$ cat src/rtl/vga_sync_decoder_if.sv
// Observed VGA pins, probe setup and recovered timing for the vga_sync_decoder loop-back monitor.
// The master side drives the pins and the probe point. The slave side is the decoder.
interface vga_sync_decoder_if;
  logic        VGA_HS;
  logic        VGA_VS;
  logic [7:0]  VGA_R;
  logic [7:0]  VGA_G;
  logic [7:0]  VGA_B;
  logic [10:0] probeX;
  logic [10:0] probeY;
  logic [10:0] XPos;
  logic [10:0] YPos;
  logic        pixelValid;
  logic [23:0] pixelRGB;
  logic        frameStart;
  logic        locked;
  logic        hErr;
  logic        vErr;
  logic [15:0] frameCount;
  logic [23:0] probeRGB;
  logic        probeValid;

  modport master (
    output VGA_HS, VGA_VS, VGA_R, VGA_G, VGA_B, probeX, probeY,
    input  XPos, YPos, pixelValid, pixelRGB, frameStart, locked, hErr, vErr,
           frameCount, probeRGB, probeValid
  );

  modport slave (
    input  VGA_HS, VGA_VS, VGA_R, VGA_G, VGA_B, probeX, probeY,
    output XPos, YPos, pixelValid, pixelRGB, frameStart, locked, hErr, vErr,
           frameCount, probeRGB, probeValid
  );
endinterface

$ cat src/rtl/vga_sync_decoder.sv
// Recovers pixel coordinates, frame boundaries and timing lock from observed VGA syncs and colour.
// The probe capture is built only when VGA_SYNC_DECODER_PROBE_EN is defined.
//
// state  | meaning
// SEARCH | no timing reference, waiting for a VS leading edge
// ALIGN  | frame counter resynced, waiting for one clean full frame
// TRACK  | locked, pixelValid allowed, frameCount advancing
module vga_sync_decoder #(
  parameter int H_ACTIVE = 1280,
  parameter int H_FRONT  = 48,
  parameter int H_SYNC   = 112,
  parameter int H_BACK   = 248,
  parameter int V_ACTIVE = 1024,
  parameter int V_FRONT  = 1,
  parameter int V_SYNC   = 3,
  parameter int V_BACK   = 38,
  parameter bit SYNC_POL = 1'b1
) (
  input logic               pixelClock,
  input logic               resetN,
  vga_sync_decoder_if.slave vga
);
  localparam int H_TOTAL = H_ACTIVE + H_FRONT + H_SYNC + H_BACK;
  localparam int H_START = H_SYNC + H_BACK;
  localparam int V_TOTAL = V_ACTIVE + V_FRONT + V_SYNC + V_BACK;
  localparam int V_START = V_SYNC + V_BACK;

  localparam logic [10:0] H_LAST  = 11'(H_TOTAL - 1);
  localparam logic [10:0] V_LAST  = 11'(V_TOTAL - 1);
  localparam logic [10:0] H_ST    = 11'(H_START);
  localparam logic [10:0] V_ST    = 11'(V_START);
  localparam logic [11:0] H_END   = 12'(H_START + H_ACTIVE);
  localparam logic [11:0] V_END   = 12'(V_START + V_ACTIVE);
  localparam logic [10:0] CNT_MAX = 11'h7FF;

  typedef enum logic [1:0] {SEARCH, ALIGN, TRACK} state_t;

  state_t      state, state_nxt;
  logic        s1_hs, s1_vs, s2_hs, s2_vs;
  logic [23:0] s1_rgb;
  logic [10:0] h_count, v_count, h_nxt, v_nxt;
  logic        vs_pending, vs_pending_nxt;
  logic        synced, synced_nxt;
  logic        hs_edge, vs_edge, frame_now, h_err_now, v_err_now, h_act, v_act;

  assign hs_edge = (s1_hs == SYNC_POL) && (s2_hs != SYNC_POL);
  assign vs_edge = (s1_vs == SYNC_POL) && (s2_vs != SYNC_POL);

  // h_nxt/v_nxt are the coordinates of the pixel currently held in S1
  always_comb begin
    h_nxt          = (h_count == CNT_MAX) ? CNT_MAX : h_count + 11'd1;
    v_nxt          = v_count;
    vs_pending_nxt = vs_pending;
    frame_now      = 1'b0;
    if (hs_edge) begin
      h_nxt = '0;
      if (vs_pending || vs_edge) begin
        frame_now      = 1'b1;
        v_nxt          = '0;
        vs_pending_nxt = 1'b0;
      end else begin
        v_nxt = (v_count == CNT_MAX) ? CNT_MAX : v_count + 11'd1;
      end
    end else if (vs_edge) begin
      vs_pending_nxt = 1'b1;
    end
    h_err_now = hs_edge && (state != SEARCH) && (h_count != H_LAST);
    v_err_now = frame_now && (state == TRACK) && (v_count != V_LAST);
    h_act     = (h_nxt >= H_ST) && ({1'b0, h_nxt} < H_END);
    v_act     = (v_nxt >= V_ST) && ({1'b0, v_nxt} < V_END);
  end

  always_comb begin
    state_nxt  = state;
    synced_nxt = synced;
    case (state)
      SEARCH: begin
        synced_nxt = 1'b0;
        if (vs_edge) state_nxt = ALIGN;
      end
      ALIGN: begin
        if (h_err_now) begin
          state_nxt = SEARCH;
        end else if (frame_now) begin
          synced_nxt = 1'b1;
          if (synced && (v_count == V_LAST)) state_nxt = TRACK;
        end
      end
      TRACK: begin
        if (h_err_now || v_err_now) state_nxt = SEARCH;
      end
      default: state_nxt = SEARCH;
    endcase
  end

  always_ff @(posedge pixelClock) begin
    if (!resetN) begin
      s1_hs      <= ~SYNC_POL;
      s1_vs      <= ~SYNC_POL;
      s2_hs      <= ~SYNC_POL;
      s2_vs      <= ~SYNC_POL;
      s1_rgb     <= '0;
      h_count    <= '0;
      v_count    <= '0;
      vs_pending <= 1'b0;
      synced     <= 1'b0;
      state      <= SEARCH;
    end else begin
      s1_hs      <= vga.VGA_HS;
      s1_vs      <= vga.VGA_VS;
      s2_hs      <= s1_hs;
      s2_vs      <= s1_vs;
      s1_rgb     <= {vga.VGA_R, vga.VGA_G, vga.VGA_B};
      h_count    <= h_nxt;
      v_count    <= v_nxt;
      vs_pending <= vs_pending_nxt;
      synced     <= synced_nxt;
      state      <= state_nxt;
    end
  end

  always_ff @(posedge pixelClock) begin
    if (!resetN) begin
      vga.XPos       <= '0;
      vga.YPos       <= '0;
      vga.pixelValid <= 1'b0;
      vga.pixelRGB   <= '0;
      vga.frameStart <= 1'b0;
      vga.hErr       <= 1'b0;
      vga.vErr       <= 1'b0;
      vga.locked     <= 1'b0;
      vga.frameCount <= '0;
    end else begin
      vga.XPos       <= (h_act && v_act) ? (h_nxt - H_ST) : '0;
      vga.YPos       <= (h_act && v_act) ? (v_nxt - V_ST) : '0;
      vga.pixelValid <= h_act && v_act && (state_nxt == TRACK);
      vga.pixelRGB   <= s1_rgb;
      vga.frameStart <= frame_now;
      vga.hErr       <= h_err_now;
      vga.vErr       <= v_err_now;
      vga.locked     <= (state_nxt == TRACK);
      if (frame_now && (state == TRACK) && !h_err_now && !v_err_now)
        vga.frameCount <= vga.frameCount + 16'd1;
    end
  end

`ifdef VGA_SYNC_DECODER_PROBE_EN
  logic [10:0] s1_probe_x, s1_probe_y, probe_x_lat, probe_y_lat;

  always_ff @(posedge pixelClock) begin
    if (!resetN) begin
      s1_probe_x     <= '0;
      s1_probe_y     <= '0;
      probe_x_lat    <= '0;
      probe_y_lat    <= '0;
      vga.probeRGB   <= '0;
      vga.probeValid <= 1'b0;
    end else begin
      s1_probe_x     <= vga.probeX;
      s1_probe_y     <= vga.probeY;
      vga.probeValid <= 1'b0;
      if (frame_now) begin
        probe_x_lat <= s1_probe_x;
        probe_y_lat <= s1_probe_y;
      end
      if (vga.pixelValid && (vga.XPos == probe_x_lat) && (vga.YPos == probe_y_lat)) begin
        vga.probeRGB   <= vga.pixelRGB;
        vga.probeValid <= 1'b1;
      end
    end
  end
`else
  logic unused_probe;
  assign unused_probe   = ^{vga.probeX, vga.probeY};
  assign vga.probeRGB   = '0;
  assign vga.probeValid = 1'b0;
`endif

endmodule

$ cat src/flat_wrapper.sv
// flat-port wrapper written by rule: the top's interface ports become plain ports
module vga_sync_decoder_flat 
#(
  parameter int H_ACTIVE = 1280,
  parameter int H_FRONT  = 48,
  parameter int H_SYNC   = 112,
  parameter int H_BACK   = 248,
  parameter int V_ACTIVE = 1024,
  parameter int V_FRONT  = 1,
  parameter int V_SYNC   = 3,
  parameter int V_BACK   = 38,
  parameter bit SYNC_POL = 1'b1
)
  (pixelClock, resetN, vga_VGA_HS, vga_VGA_VS, vga_VGA_R, vga_VGA_G, vga_VGA_B, vga_probeX, vga_probeY, vga_XPos, vga_YPos, vga_pixelValid, vga_pixelRGB, vga_frameStart, vga_locked, vga_hErr, vga_vErr, vga_frameCount, vga_probeRGB, vga_probeValid);
  vga_sync_decoder_if vga_i ();
  input logic pixelClock;
  input logic resetN;
  input wire logic [$bits(vga_i.VGA_HS)-1:0] vga_VGA_HS;
  input wire logic [$bits(vga_i.VGA_VS)-1:0] vga_VGA_VS;
  input wire logic [$bits(vga_i.VGA_R)-1:0] vga_VGA_R;
  input wire logic [$bits(vga_i.VGA_G)-1:0] vga_VGA_G;
  input wire logic [$bits(vga_i.VGA_B)-1:0] vga_VGA_B;
  input wire logic [$bits(vga_i.probeX)-1:0] vga_probeX;
  input wire logic [$bits(vga_i.probeY)-1:0] vga_probeY;
  output wire logic [$bits(vga_i.XPos)-1:0] vga_XPos;
  output wire logic [$bits(vga_i.YPos)-1:0] vga_YPos;
  output wire logic [$bits(vga_i.pixelValid)-1:0] vga_pixelValid;
  output wire logic [$bits(vga_i.pixelRGB)-1:0] vga_pixelRGB;
  output wire logic [$bits(vga_i.frameStart)-1:0] vga_frameStart;
  output wire logic [$bits(vga_i.locked)-1:0] vga_locked;
  output wire logic [$bits(vga_i.hErr)-1:0] vga_hErr;
  output wire logic [$bits(vga_i.vErr)-1:0] vga_vErr;
  output wire logic [$bits(vga_i.frameCount)-1:0] vga_frameCount;
  output wire logic [$bits(vga_i.probeRGB)-1:0] vga_probeRGB;
  output wire logic [$bits(vga_i.probeValid)-1:0] vga_probeValid;
  assign vga_i.VGA_HS = vga_VGA_HS;
  assign vga_i.VGA_VS = vga_VGA_VS;
  assign vga_i.VGA_R = vga_VGA_R;
  assign vga_i.VGA_G = vga_VGA_G;
  assign vga_i.VGA_B = vga_VGA_B;
  assign vga_i.probeX = vga_probeX;
  assign vga_i.probeY = vga_probeY;
  assign vga_XPos = vga_i.XPos;
  assign vga_YPos = vga_i.YPos;
  assign vga_pixelValid = vga_i.pixelValid;
  assign vga_pixelRGB = vga_i.pixelRGB;
  assign vga_frameStart = vga_i.frameStart;
  assign vga_locked = vga_i.locked;
  assign vga_hErr = vga_i.hErr;
  assign vga_vErr = vga_i.vErr;
  assign vga_frameCount = vga_i.frameCount;
  assign vga_probeRGB = vga_i.probeRGB;
  assign vga_probeValid = vga_i.probeValid;
  vga_sync_decoder #(.H_ACTIVE(H_ACTIVE), .H_FRONT(H_FRONT), .H_SYNC(H_SYNC), .H_BACK(H_BACK), .V_ACTIVE(V_ACTIVE), .V_FRONT(V_FRONT), .V_SYNC(V_SYNC), .V_BACK(V_BACK), .SYNC_POL(SYNC_POL)) u_core (.pixelClock(pixelClock), .resetN(resetN), .vga(vga_i));
endmodule
$ cat config.mk
export PLATFORM = sky130hd
export DESIGN_NAME = vga_sync_decoder_flat
export DESIGN_NICKNAME = d
export VERILOG_FILES = /design/src/rtl/vga_sync_decoder_if.sv /design/src/rtl/vga_sync_decoder.sv /design/src/flat_wrapper.sv
export SDC_FILE = /design/constraint.sdc
export NUM_CORES = 1
export LEC_CHECK = 0
export CORE_UTILIZATION = 45
export DETAILED_ROUTE_END_ITERATION = 12
export PLACE_DENSITY = 0.86
export SLEW_MARGIN = 20
export SYNTH_ARGS = -nofsm -noshare
export SYNTH_HDL_FRONTEND = slang
export SYNTH_SLANG_ARGS = --single-unit
$ cat constraint.sdc
create_clock -name pixelClock -period 3.64 [get_ports pixelClock]
set_input_delay 0.728 -clock pixelClock [delete_from_list [all_inputs] [get_ports pixelClock]]
set_output_delay 0.728 -clock pixelClock [all_outputs]
set_load 0.05 [all_outputs]
# ---- Yosys cells after proc, flatten, opt, wreduce, memory -nomap -nowiden
# Cells that the tools add are included.
# Widths: inputs -> output; s select.
dict set report word_totals {
  in_bits 50
  ff_bits 121
  out_inout_bits 92
  word_cells 84
}
dict set report op_classes {
  n_lt_le_gt_ge 4
  n_reduce_logical 24
  muxes 19
  n_bitwise 2
  addsub 5
  eq_ne 11
}
# operator count
set ops {}
lappend ops {{$mux 11} 5}
lappend ops {{$eq 11x11->1 const B} 3}
lappend ops {{$add 11x1->11 const B} 2}
lappend ops {{$lt 11x11->1 const B} 2}
lappend ops {{$ne 11x11->1 const B} 2}
lappend ops {{$add 16x1->16 const B} 1}
lappend ops {{$logic_and 1x1->1} 13}
lappend ops {{$ge 11x6->1 const B} 1}
lappend ops {{$ge 11x9->1 const B} 1}
lappend ops {{$sub 11x6->11 const B} 1}
lappend ops {{$sub 11x9->11 const B} 1}
lappend ops {{$mux 2} 5}
lappend ops {{$mux 1} 7}
lappend ops {{$pmux 2 s3} 1}
lappend ops {{$reduce_bool 2->1} 3}
lappend ops {{$eq 2x2->1 const B} 2}
lappend ops {{$ne 2x2->1 const B} 2}
lappend ops {{$reduce_and 2->1} 2}
lappend ops {{$reduce_and 3->1} 1}
lappend ops {{$eq 2x1->1 const B} 1}
lappend ops {{$logic_not 1->1} 2}
lappend ops {{$logic_not 2->1} 1}
lappend ops {{$logic_or 1x1->1} 2}
lappend ops {{$ne 2x1->1 const B} 1}
lappend ops {{other kinds (2)} 3}

# ---- Depth between registers and ports, before layout
dict set report depth {
  depth_word 12
  depth_mapped 14
  ltp_nobuf 12
}

# ---- Worst setup path after synthesis
# No wires, ideal clock.
dict set report synth_path {
  kind {reg2reg}
  start {register u_core.h_count[0]}
  end {register u_core.vga.XPos[5]}
  arrival_time_ps 2818
  slack_ps 677
  stages_incl_launch_ff 13
  path_buffers 1
  synth_period_minus_slack_ps 2963
  setup_time_ps 144
  cell_sequence {dfxtp_1 ha_1 nand4_1 nor4_4 nor2_1 nor2_1 inv_1 ha_1 o32ai_1 nor2_1 o31ai_2 buf_6 nor4_2}
}
dict set report synth_via {
  elab_chain_cells 7
  elab_cells_between_ends 10
  classes_between {2 x add/sub; 2 x order compare; 1 x eq/ne; 2 x mux; 3 x reduce/logical}
}
# item line
set synth_lines {}
lappend synth_lines {{start, declared} vga_sync_decoder.sv:41} ;# logic [10:0] h_count, v_count, h_nxt, v_nxt;
lappend synth_lines {{start signal, assigned} vga_sync_decoder.sv:114} ;# h_count <= h_nxt;
lappend synth_lines {{$add 11x1->11 / $eq 11x11->1 (equally long branches)} vga_sync_decoder.sv:51} ;# h_nxt = (h_count == CNT_MAX) ? CNT_MAX : h_count + 11'd1;
lappend synth_lines {{$mux 11 (*)} vga_sync_decoder.sv:51}
lappend synth_lines {{$mux 11 (*)} vga_sync_decoder.sv:55} ;# if (hs_edge) begin
lappend synth_lines {{net u_core.h_nxt[3]} vga_sync_decoder.sv:41}
lappend synth_lines {{$ge 11x9->1 / $lt 11x11->1 (equally long branches)} vga_sync_decoder.sv:69} ;# h_act = (h_nxt >= H_ST) && ({1'b0, h_nxt} < H_END);
lappend synth_lines {{$logic_and 1x1->1} vga_sync_decoder.sv:69}
lappend synth_lines {{$logic_and 1x1->1} vga_sync_decoder.sv:134} ;# vga.XPos <= (h_act && v_act) ? (h_nxt - H_ST) : '0;
lappend synth_lines {{$reduce_and 2->1 (no line)} --}
lappend synth_lines {{end signal, assigned} vga_sync_decoder.sv:134}
lappend synth_lines {{end, declared} vga_sync_decoder_if.sv:31} ;# output XPos, YPos, pixelValid, pixelRGB, frameStart, locked, hErr, vErr,
# The timed path passes the listed nets; every way through them passes the cells marked *.
# A chain may end at the register's enable or synchronous reset.

# ---- Worst setup path after layout
dict set report layout_path {
  start {register u_core.h_count[0]}
  end {register u_core.vga.YPos[8]}
}
dict set report layout_via {
  elab_chain_cells 7
  elab_cells_between_ends 9
  classes_between {1 x add/sub; 2 x order compare; 1 x eq/ne; 2 x mux; 3 x reduce/logical}
}
# item line
set layout_lines {}
lappend layout_lines {{$add 11x1->11 / $eq 11x11->1 (equally long branches)} vga_sync_decoder.sv:51}
lappend layout_lines {{$mux 11 (*)} vga_sync_decoder.sv:51}
lappend layout_lines {{$mux 11 (*)} vga_sync_decoder.sv:55}
lappend layout_lines {{net u_core.h_nxt[3]} vga_sync_decoder.sv:41}
lappend layout_lines {{$ge 11x9->1 / $lt 11x11->1 (equally long branches)} vga_sync_decoder.sv:69}
lappend layout_lines {{$logic_and 1x1->1 (*)} vga_sync_decoder.sv:69}
lappend layout_lines {{$logic_and 1x1->1 (*)} vga_sync_decoder.sv:135} ;# vga.YPos <= (h_act && v_act) ? (v_nxt - V_ST) : '0;
lappend layout_lines {{$reduce_and 2->1 (no line) (*)} --}
lappend layout_lines {{end signal, assigned} vga_sync_decoder.sv:135}
lappend layout_lines {{end, declared} vga_sync_decoder_if.sv:31}
# Marks and branches as above.

==> flow_metrics.tcl <==
set metrics [dict create \
    io_pins 142 \
    final.setup.tns_ns 0 \
    grt_max_degree 48 \
    min_period_over_period 0.870 \
    setup_slack_ns 0.473 \
    cts_buffer_depth 2 \
    hold_viol 0 \
    crit_top_cell "nor2_1" \
    yosys_warnings 0 \
    n_antenna_cell 0 \
    place_area_mm2 0.00627 \
    cts_root_buffer "clkbuf_16" \
    drv_slew 0 \
    hold_buffers 0 \
    synthArstFlopShare 0 \
    netlist_top_cells_area "dfxtp_1 (46%), and2_1 (7.3%), buf_4 (4.0%)" \
    ant_nets 0 \
    finalCriticalPeriod_ns 3.17 \
    drt-total-wl_um 11500 \
    critPathKind "flop to flop" \
    place.gp.congestion 1.03 \
    final_design_area_no_fill_mm2 0.00686 \
    num-nets-final 698 \
    critPathRequiredTime_ns 3.96 \
    max_stage_delay_ns 0.47 \
    cts_buffers 17 \
    drv_cap 0 \
    first_pass_iters 5 \
    post_cts_buffers 0 \
    overflow 0 \
    outcome "finished, final reports clean" \
    grt_pass1_wl_um 19100 \
    vdd_ir_drop_max_mv 0.531 \
    dp_slack_ns 0.221 \
    setup_viol 0 \
    synth.most_common_cell "dfxtp_1" \
    cts.sinks 121 \
    power_uw 3230 \
    endpoint_kind "flop" \
    hp-start "u_core.s1_rgb[20]" \
    syn2layout_area_growth_pct 30.5 \
    core_mm2 0.0114 \
    power_density_mw_per_mm2 471 \
    grt_use_total 0.207 \
    rows 39 \
    synth_top_cell_by_area "dfxtp_1" \
    ys_dominant_reg_cell "dfxtp_1" \
    regToRegEndpoint "u_core.vga.YPos[8]" \
    die_width_um 110 \
    placedCellCount 763 \
    die_h_um 110 \
    hold_path.class "flop to flop" \
    tightest_slew_ns 0.770 \
    die_area_mm2 0.0121 \
    reg2reg_slack_ns 0.47 \
    num_vias 4228 \
    rr_startpoint "u_core.h_count[0]" \
    drc 0 \
    start_util 0.461 \
    ys_seq_area_frac 0.461 \
    antenna_found_initial 0 \
    maxSlewHeadroom 0.483 \
    cts_resized 0 \
    ys_ff_latch 121 \
    drt_iter0_drc 189 \
    synth_cells 540 \
    cpMaxStageDelayCell "or4bb_1" \
    htreeDepth 4 \
    synth_cell_types 73 \
    viasPerCell 5.32 \
    startpoint_type "flop" \
    cts_tree "done" \
    synth_top_cell_area_share 0.461 \
    leakage_uw 0.00262 \
    clock_latency_ns 0.42 \
    wl_per_cell_um 14.4 \
    clk_pin_slew_ns 0.06 \
    yosys-top-cells-count "dfxtp_1 (121), and2_1 (61), nor2_1 (55), buf_4 (28), nand2_1 (18)" \
    critPathArrivalTime_ns 3.49 \
    drive_gt1_frac 0.132 \
    place_hpwl_um 8030 \
    fin_cells 795 \
    max_clock_freq_mhz 316 \
    grt_pass1_vias 4028 \
    r2r_cells 14 \
    hold_depth 1 \
    synth_edf_count 0 \
    min_to "u_core.vga.pixelRGB[20]" \
    rsz0062_at_grt "false" \
    path_max_fanout 14 \
    fin_skew_ns 0.00878 \
    syn_area_mm2 0.00526 \
    port-buffer-count 94 \
    worstPathCellList "ha_1, nand4_1, nor4_4, nor2_1, nor2_1, buf_4, ha_1, or4bb_1, nor2_1, a32oi_1, o21ai_1, o31ai_4, buf_6, nor4_2" \
    avgSynthCellArea_um2 9.74 \
]
==> critical path: cells and delay by family, from the launching register on <==
| kind | cells | cell delay, ns |
|---|---|---|
| compound gates | 3 | 0.47 |
| fa+ha+maj | 2 | 0.40 |
| buf+inv | 2 | 0.36 |
| flops | 1 | 0.41 |
| simple gates | 7 | 1.44 |
==> per-layer routing <==
metal  wire (um)  GRT usage  share of wire  up-vias
met3        1090     0.0929          0.096       25
met2        5520      0.344           0.48      202
li1            -          -              -     2044
met1        4630      0.230           0.40     1957
met4         203     0.0836          0.018        0
met5           0          0              0        -
==> cell families after synthesis <==
logic type,after synthesis,share of synthesized area
AND/OR/NAND/NOR,244,0.293
multiplexers,6,0.0124
flip-flops,121,0.461
adder cells (fa/ha/maj),8,0.0190
AO/OA/AOI/OAI,66,0.0902
XOR/XNOR,29,0.0483
buffers and inverters,65,0.0754
other,1,0.000713
==> power by group <==
part           switching, uW  internal, uW  leakage (uW)  total (uW)
sequential              14.6          1360      0.000987        1370
clock                    585          1040      0.000286        1620
combinational            157          77.6       0.00134         235
==> through the flow <==
step           hold WS, ns  utilization
6_report             0.427        0.601
4_1_cts              0.428        0.600
2_1_floorplan        0.412            -
3_5_place_dp         0.418        0.549
5_1_grt              0.440        0.601
3_3_place_gp         0.414        0.549
==> registers in the layout, summed over array words and instances (netlist names) <==
register / flops
u_core.v_count: 11
u_core.vga.pixelValid: 1
u_core.state: 2
u_core.s1_vs: 1
u_core.vs_pending: 1
u_core.s1_hs: 1
u_core.vga.hErr: 1
u_core.vga.XPos: 11
u_core.vga.frameStart: 1
u_core.s2_vs: 1
u_core.s1_rgb: 24
u_core.vga.locked: 1
u_core.vga.frameCount: 16
u_core.synced: 1
u_core.vga.YPos: 11
u_core.vga.pixelRGB: 24
u_core.s2_hs: 1
u_core.vga.vErr: 1
u_core.h_count: 11
==> cells in the final DEF (no fill, tap or decap), types with 3 or more instances in the layout <==
| master | n |
|---|---|
| dfxtp_1 | 121 |
| xor2_1 | 17 |
| nand4b_1 | 3 |
| clkbuf_16 | 17 |
| ha_1 | 8 |
| nor3_1 | 11 |
| mux2i_1 | 4 |
| or3_1 | 3 |
| inv_1 | 9 |
| nand3_1 | 15 |
| o21ai_1 | 3 |
| nand2_1 | 18 |
| xnor2_1 | 12 |
| buf_4 | 17 |
| and4_1 | 3 |
| nor4_1 | 6 |
| nor2_1 | 55 |
| nor4_2 | 15 |
| nand4_1 | 12 |
| and3_1 | 12 |
| clkinv_2 | 4 |
| and2_1 | 61 |
| o21ai_0 | 12 |
| nor3b_2 | 3 |
| clkinv_4 | 3 |
| a21o_1 | 3 |
| a21oi_1 | 10 |
| a41oi_1 | 4 |
| clkdlybuf4s50_1 | 94 |
| a31oi_1 | 7 |
| nand2b_1 | 3 |
| a311oi_1 | 5 |
| conb_1 | 25 |
==> area by class of cell <==
type / instances / area [um2]
fillers: 928 / 4560
multi-input cells: 378 / 2550
flip-flops and latches: 121 / 2420
repair buffers: 113 / 1100
clock buffers: 20 / 457
well taps: 143 / 179
clock inverters: 11 / 123
inverters: 9 / 33.8
==> worst max path at each step <==
stage | endpoint | cells after the start | startpoint | slack [ns]
after CTS | u_core.vga.XPos[2] | 12 | u_core.h_count[0] | 0.20
after floorplan | u_core.vga.XPos[5] | 12 | u_core.h_count[0] | 0.68
final | u_core.vga.YPos[8] | 14 | u_core.h_count[0] | 0.47
after global routing | u_core.vga.YPos[9] | 14 | u_core.h_count[0] | 0.19
after detailed placement | u_core.vga.XPos[2] | 11 | u_core.h_count[0] | 0.22
after global placement | u_core.vga.XPos[0] | 12 | u_core.h_count[0] | 0.31
Power figures use the tool's default switching activity.
